<file path="config.mk">
export PLATFORM = sky130hd
export DESIGN_NAME = clock_set_ctrl
export DESIGN_NICKNAME = d
export VERILOG_FILES = /design/src/rtl/clock_set_ctrl.sv
export SDC_FILE = /design/constraint.sdc
export NUM_CORES = 1
export LEC_CHECK = 0
export ABC_AREA = 1
export CORE_UTILIZATION = 55
export CTS_CLUSTER_DIAMETER = 200
export DETAILED_ROUTE_END_ITERATION = 10
export PLACE_DENSITY = 0.85
export SKIP_CTS_REPAIR_TIMING = 1
export SYNTH_ARGS = -nofsm -noshare
export SYNTH_HDL_FRONTEND = slang
export SYNTH_SLANG_ARGS = --single-unit
export TNS_END_PERCENT = 30
</file>
<file path="constraint.sdc">
create_clock -name clk -period 2.1 [get_ports clk]
set_input_delay 0.21 -clock clk [delete_from_list [all_inputs] [get_ports clk]]
set_output_delay 0.21 -clock clk [all_outputs]
set_load 0.05 [all_outputs]
</file>
<file path="src/rtl/clock_set_ctrl.sv">
// Time-keeping and time-setting controller: owns the hh:mm:ss registers,
// sequences RUN / SET_HR / SET_MIN from button pulses and drives the field-blink enables.
module clock_set_ctrl #(
  parameter int BLINK_DIV = 50000000,
  parameter int TIMEOUT_S = 10
) (
  input  logic       clk,
  input  logic       reset,
  input  logic       tick_1hz,
  input  logic       mode_p,
  input  logic       up_p,
  input  logic       down_p,
  output logic [4:0] hours,
  output logic [5:0] minutes,
  output logic [5:0] seconds,
  output logic [1:0] mode,
  output logic       hr_on,
  output logic       min_on
);

  localparam int IDLE_W  = $clog2(TIMEOUT_S + 1);
  localparam int BLINK_W = $clog2(BLINK_DIV);

  localparam logic [IDLE_W-1:0]  IDLE_LIMIT = IDLE_W'(TIMEOUT_S);
  localparam logic [BLINK_W-1:0] BLINK_LAST = BLINK_W'(BLINK_DIV - 1);

  typedef enum logic [1:0] {
    RUN     = 2'd0,
    SET_HR  = 2'd1,
    SET_MIN = 2'd2
  } mode_t;

  mode_t               mode_q, mode_d;
  logic [4:0]          hours_q, hours_d;
  logic [5:0]          minutes_q, minutes_d;
  logic [5:0]          seconds_q, seconds_d;
  logic [IDLE_W-1:0]   idle_q, idle_d;
  logic [BLINK_W-1:0]  blink_cnt_q, blink_cnt_d;
  logic                phase_q, phase_d;
  logic                hr_on_q, hr_on_d;
  logic                min_on_q, min_on_d;

  logic                activity;
  logic                inc_only;
  logic                dec_only;
  logic [IDLE_W-1:0]   idle_inc;

  // up and down together cancel out but still count as activity
  assign activity = mode_p | up_p | down_p;
  assign inc_only = up_p & ~down_p;
  assign dec_only = down_p & ~up_p;
  assign idle_inc = idle_q + IDLE_W'(1);

  always_ff @(posedge clk or posedge reset) begin
    if (reset) begin
      mode_q      <= RUN;
      hours_q     <= '0;
      minutes_q   <= '0;
      seconds_q   <= '0;
      idle_q      <= '0;
      blink_cnt_q <= '0;
      phase_q     <= 1'b1;
      hr_on_q     <= 1'b1;
      min_on_q    <= 1'b1;
    end else begin
      mode_q      <= mode_d;
      hours_q     <= hours_d;
      minutes_q   <= minutes_d;
      seconds_q   <= seconds_d;
      idle_q      <= idle_d;
      blink_cnt_q <= blink_cnt_d;
      phase_q     <= phase_d;
      hr_on_q     <= hr_on_d;
      min_on_q    <= min_on_d;
    end
  end

  always_comb begin
    mode_d    = mode_q;
    hours_d   = hours_q;
    minutes_d = minutes_q;
    seconds_d = seconds_q;
    idle_d    = idle_q;

    unique case (mode_q)
      RUN: begin
        idle_d = '0;
        if (tick_1hz) begin
          if (seconds_q == 6'd59) begin
            seconds_d = '0;
            if (minutes_q == 6'd59) begin
              minutes_d = '0;
              hours_d   = (hours_q == 5'd23) ? 5'd0 : hours_q + 5'd1;
            end else begin
              minutes_d = minutes_q + 6'd1;
            end
          end else begin
            seconds_d = seconds_q + 6'd1;
          end
        end
        if (mode_p) begin
          mode_d = SET_HR;
        end
      end

      SET_HR, SET_MIN: begin
        if (mode_p) begin
          if (mode_q == SET_HR) begin
            mode_d = SET_MIN;
          end else begin
            mode_d    = RUN;
            seconds_d = '0;
          end
        end else if (mode_q == SET_HR) begin
          if (inc_only) begin
            hours_d = (hours_q == 5'd23) ? 5'd0 : hours_q + 5'd1;
          end else if (dec_only) begin
            hours_d = (hours_q == 5'd0) ? 5'd23 : hours_q - 5'd1;
          end
        end else begin
          if (inc_only) begin
            minutes_d = (minutes_q == 6'd59) ? 6'd0 : minutes_q + 6'd1;
          end else if (dec_only) begin
            minutes_d = (minutes_q == 6'd0) ? 6'd59 : minutes_q - 6'd1;
          end
        end

        // Activity outranks a coincident tick, so the idle count never reaches the limit then
        if (activity) begin
          idle_d = '0;
        end else if (tick_1hz) begin
          if (idle_inc == IDLE_LIMIT) begin
            idle_d = '0;
            mode_d = RUN;
          end else begin
            idle_d = idle_inc;
          end
        end
      end

      default: begin
        mode_d = RUN;
        idle_d = '0;
      end
    endcase
  end

  // Blink timing restarts on every mode change so the new field starts visible
  always_comb begin
    blink_cnt_d = blink_cnt_q;
    phase_d     = phase_q;
    if (mode_d != mode_q) begin
      blink_cnt_d = '0;
      phase_d     = 1'b1;
    end else if (blink_cnt_q == BLINK_LAST) begin
      blink_cnt_d = '0;
      phase_d     = ~phase_q;
    end else begin
      blink_cnt_d = blink_cnt_q + BLINK_W'(1);
    end
  end

  always_comb begin
    hr_on_d  = !((mode_d == SET_HR) && !phase_d);
    min_on_d = !((mode_d == SET_MIN) && !phase_d);
  end

  assign hours   = hours_q;
  assign minutes = minutes_q;
  assign seconds = seconds_q;
  assign mode    = mode_q;
  assign hr_on   = hr_on_q;
  assign min_on  = min_on_q;

endmodule
</file>
After elaboration in Yosys (flattened, before gate mapping). Cells that the tools add are included.

Bits of input ports: 6. Register bits after elaboration: 52.

Multiplexer cells: 39. Equality and inequality tests: 19. Add/sub/neg operators: 7. Reduce and logical (&&, ||, !) cells: 13. Bitwise gates (word level): 7.

Operator list (count): two-way mux 6 bit (12); two-way mux 26 bit (2); two-way mux 5 bit (9); adder 26 x 1 -> 26 bit (second input constant) (1); equality test 26 bit (second input constant) (1); one-hot mux 6 bit (2 select lines) (2); two-way mux 4 bit (4); inequality test 2 bit (second input constant) (7); adder 6 x 1 -> 6 bit (second input constant) (2); equality test 6 bit (second input constant) (2); two-way mux 2 bit (6); one-hot mux 5 bit (2 select lines) (1); AND reduction 7 bit (1); logical NOT 6 bit (1); inequality test 3 bit (second input constant) (2); AND reduction 6 bit (1); subtractor 6 x 1 -> 6 bit (second input constant) (1); adder 5 x 1 -> 5 bit (second input constant) (1); equality test 5 bit (second input constant) (1); logical NOT 5 bit (1); subtractor 5 x 1 -> 5 bit (second input constant) (1); adder 4 x 1 -> 4 bit (second input constant) (1); equality test 2 x 1 -> 1 bit (second input constant) (2); equality test 2 bit (second input constant) (2); 13 further kinds (21).

Longest topological paths before layout.
Word-level depth: 12. Mapped depth: 15. Gate-level depth less buffers: 13.

Least setup slack after synthesis. Ideal clock, no wire load.

Kind: flip-flop to flip-flop. From: reg mode_q[0] (netlist: mode[0]). To: reg blink_cnt_q[12]. Data arrival time: 2.279 ns. Path slack: -0.247 ns. Path buffers: 2. Library setup time: 0.068 ns. Stages on the path, launching flop included: 15. Period minus slack after synthesis: 2.347 ns. Cells stage by stage: dfrtp_1 inv_1 ha_1 buf_6 inv_4 nor2_4 inv_2 nor2_1 nand2_1 nand2_2 nand3_2 nand2_8 nand2_8 buf_12 nor2_4.

Longest elaborated chain between the ends: 9.

RTL lines: from (decl) (RTL line 33) `mode_t mode_q, mode_d;`; from (signal assigned) (RTL line 66) `mode_q <= mode_d;`; equality test 2 x 1 -> 1 bit (RTL line 85, 108); two-way mux 2 bit (RTL line 108) `if (mode_q == SET_HR) begin`; two-way mux 2 bit (RTL line 107) `if (mode_p) begin`; two-way mux 2 bit (RTL line 132) `if (idle_inc == IDLE_LIMIT) begin`; two-way mux 2 bit (RTL line 131) `end else if (tick_1hz) begin`; two-way mux 2 bit (RTL line 129) `if (activity) begin`; one-hot mux 2 bit (2 select lines) (RTL line 85) `unique case (mode_q)`; inequality test 2 bit (*) (RTL line 152) `if (mode_d != mode_q) begin`; two-way mux 26 bit (*) (RTL line 152); via blink_cnt_d[12] (RTL line 38) `logic [BLINK_W-1:0] blink_cnt_q, blink_cnt_d;`; to (signal assigned) (RTL line 71) `blink_cnt_q <= blink_cnt_d;`; to (decl) (RTL line 38).

The timed path passes the listed nets; every way through them passes the cells marked *. A chain may end at the register's enable or synchronous reset.

Worst setup path after layout.
From: reg mode_q[1] (netlist: mode[1]). To: reg blink_cnt_q[12].

The elaborated chain is that of the path after synthesis.

==> impl_results.md <==
- Total Nets Final: 529
- Post-route core utilization: 66.3%
- IO Pins: 27
- Fin worst setup slack: 148 ps
- Status: complete, no violations
- Finish-stage setup viols: 0
- Final Power: 0.00550 W
- Fmax: 512 MHz
- Clock latency on the worst-skew pair: 310 ps
- CP required: 2290 ps
- Clock Path Buffers: 2
- DRC Markers: 0
- Core area: 0.00639 mm2
- Max-cap violations: 0
- Seq/Total Area, Yosys: 35.6%
- Critical path arrival: 2150 ps
- Endpoints failing hold: 0
- Vias post-DR: 3219
- Area Overhead vs Synth: 15.4%
- Synth Cell Area: 0.00367 mm2
- Worst relative slew slack: 65.9%
- Critical Path Fanout Max: 13
- Clock root buffer: clkbuf_8
- GRT overflow: 0
- Pre-CTS setup slack: 38.5 ps
- GRT Overall Usage: 23.4%
- R2R Path End: blink_cnt_q[12]
- Worst slew pin tran: 510 ps
- RR Startpoint: mode[1]
- Startpoint class of the critical path: flop
- R2R cell count: 13
- Cells after DPL: 578
- Layout cells sized above 1: 17.4%
- Critical-path cell list: inv_1, buf_4, ha_1, inv_1, o21ai_0, nand2_1, nand2_2, nand2_2, nand2_2, nand2_4, nand2_8, buf_12, nor2_4
- CTS buffer count: 5
- Initial antenna violation count: 0
- Row count: 29
- Critical path class: flop to flop
- Clk pin slew, worst setup/hold paths: 100 ps
- Drt via density: 5.47
- Slowest cell delay on critical path: 410 ps
- Avg WL per Cell: 13.3 um
- Initial DRC count: 194
- Slowest stage cell, crit path: dfrtp_2
- FF+latch count, synth: 52
- Pwr/cell area: 1300 mW/mm2
- Inserted Diodes: 0
- Netlist cell types: 41
- Slew Viols, Final: 0
- Chip Height: 83.7 um
- Min-delay worst type: primary input to asynchronous set/reset pin
- Post-synth ARST share: 100%
- Tcrit/Tclk final: 93.0%
- Pre-Repair DR Iteration Count: 5
- Final ANT Viol Nets: 0
- Syn Inst Count: 467
- WL final: 7820 um
- Flop-to-flop setup slack: 150 ps
- Syn Area/Cell: 7.86 um2
- Largest net degree at the start of global routing: 53
- Die area: 0.00700 mm2
- Final Wtd Congestion: 0.903
- Min Tclk post-route: 1950 ps
- H-tree Lvls: 2
- Ys Warns: 0
- Vias in the first global route: 3098
- TritonCTS clock tree: yes
- CP bufs+invs: 4
- Number of buffer cells added on primary ports: 26
- CP top delay family: simple AND/OR/NAND/NOR gates
- Leakage: 1.85 nW
- Global-route wire length before repair: 13500 um
- Starting Density: 57.5%
- Crit-path most repeated cell: nand2_2
- Post-synth EDFFs: 0
- Clock sink count: 52
- Top FF cell, synth: dfrtp_1
- Cell Count, Final, Fillers Out: 588
- Detailed Place HPWL: 5970 um
- Worst vdd ir: 0.00136 V
- Total nets after synthesis: 486
- Clock Skews: 9.75 ps
- Die X: 83.7 um
- CP Capture Type: flop
-- power breakdown --
group	switching, W	internal [W]
Clock	0.000334	0.000354
Combinational	0.00221	0.00123
Sequential	0.000205	0.00117
Total	0.00275	0.00275
-- worst min-delay path, stage by stage --
cell and delay (ps):
clkdlybuf4s50_1 410, inv_2 70, buf_12 250
-- kinds of logic (layout without fill, tap and decap cells) --
| family | count (synthesis) | after routing | synth area share [%] |
|---|---|---|---|
| xor+xnor | 21 | 21 | 5.01 |
| fa+ha+maj | 13 | 13 | 4.43 |
| simple gates | 252 | 252 | 37.6 |
| buf+inv | 81 | 125 | 9.68 |
| compound gates | 48 | 48 | 7.71 |
| flops | 52 | 52 | 35.6 |
-- synthesized netlist by cell type (4+ instances only) --
master	n	share of area, %
nand2_1	86	8.8
xnor2_1	4	0.95
a21oi_1	7	0.95
nor2_4	25	7.7
nand4_1	14	2.4
o21ai_0	24	3.3
inv_1	70	7.2
ha_1	13	4.4
nand2_2	11	1.9
nor3_1	15	2.0
inv_2	4	0.41
nor2_1	38	3.9
xor2_1	17	4.1
dfrtp_1	49	33
nand3_1	42	5.7
nor2_2	4	0.68
-- metal layers --
metal	GRT usage [%]	part of all wire, %	vias to the layer above	routed length (um)
met5	0	0	-	0
met4	7.70	0.96	0	75
met3	3.17	4.1	9	320
met2	42.7	53	89	4110
met1	28.2	42	1525	3320
li1	-	-	1596	-
-- sequential cells by signal, summed over array words and instances (netlist names) --
name,flops
hr_on,1
idle_q,4
hours,5
min_on,1
minutes,6
blink_cnt_q,26
seconds,6
phase_q,1
mode,2
-- cell usage in the layout, fill, tap and decap left out, types with 2 or more instances in the layout --
master,count
nor3_1,15
dfrtp_1,46
clkbuf_8,5
nand2_8,2
nand2_2,11
dfstp_2,3
nand2_4,3
nand3_2,2
o22ai_1,3
nor3_2,2
ha_1,12
nor2_4,25
buf_12,3
o21ai_0,24
nor2_1,38
dfrtp_2,3
nand4_1,14
xnor2_1,4
buf_4,13
nor4_1,3
xor2_1,17
nand2_1,86
a21oi_1,7
inv_2,6
or2_2,3
nand3_1,42
o211ai_1,3
clkdlybuf4s50_1,26
o32ai_1,3
inv_1,68
nor2_2,4
-- through the flow --
step                      cell area [um2]  TNS [ps]  hold WS, ps
after floorplan                      3670         0          387
after global placement               4100         0          506
after detailed placement             4100         0          515
after CTS                            4210         0          270
after global routing                 4240     -20.8          283
final                                4240         0          249
-- cell type report --
type                            count  area, um2
Tap cell                           77       96.3
Clock buffer                        6       72.6
Timing Repair Buffer               42        418
Inverter                           75        284
Clock inverter                      2       35.0
Multi-Input combinational cell    334       2020
Fill cell                         544       2150
Sequential cell                    52       1310
-- how the worst max path moves through the flow --
stage	start	end	slack (ps)	depth (start not counted)
3_3_place_gp	mode_p	blink_cnt_q[12]	120	12
6_report	mode[1]	blink_cnt_q[12]	150	13
4_1_cts	mode[0]	blink_cnt_q[9]	20	14
3_5_place_dp	mode[0]	blink_cnt_q[9]	40	14
5_1_grt	idle_q[1]	blink_cnt_q[0]	-20	14
2_1_floorplan	mode[1]	blink_cnt_q[12]	5	15
No activity file was read; power rests on OpenSTA's default activity.
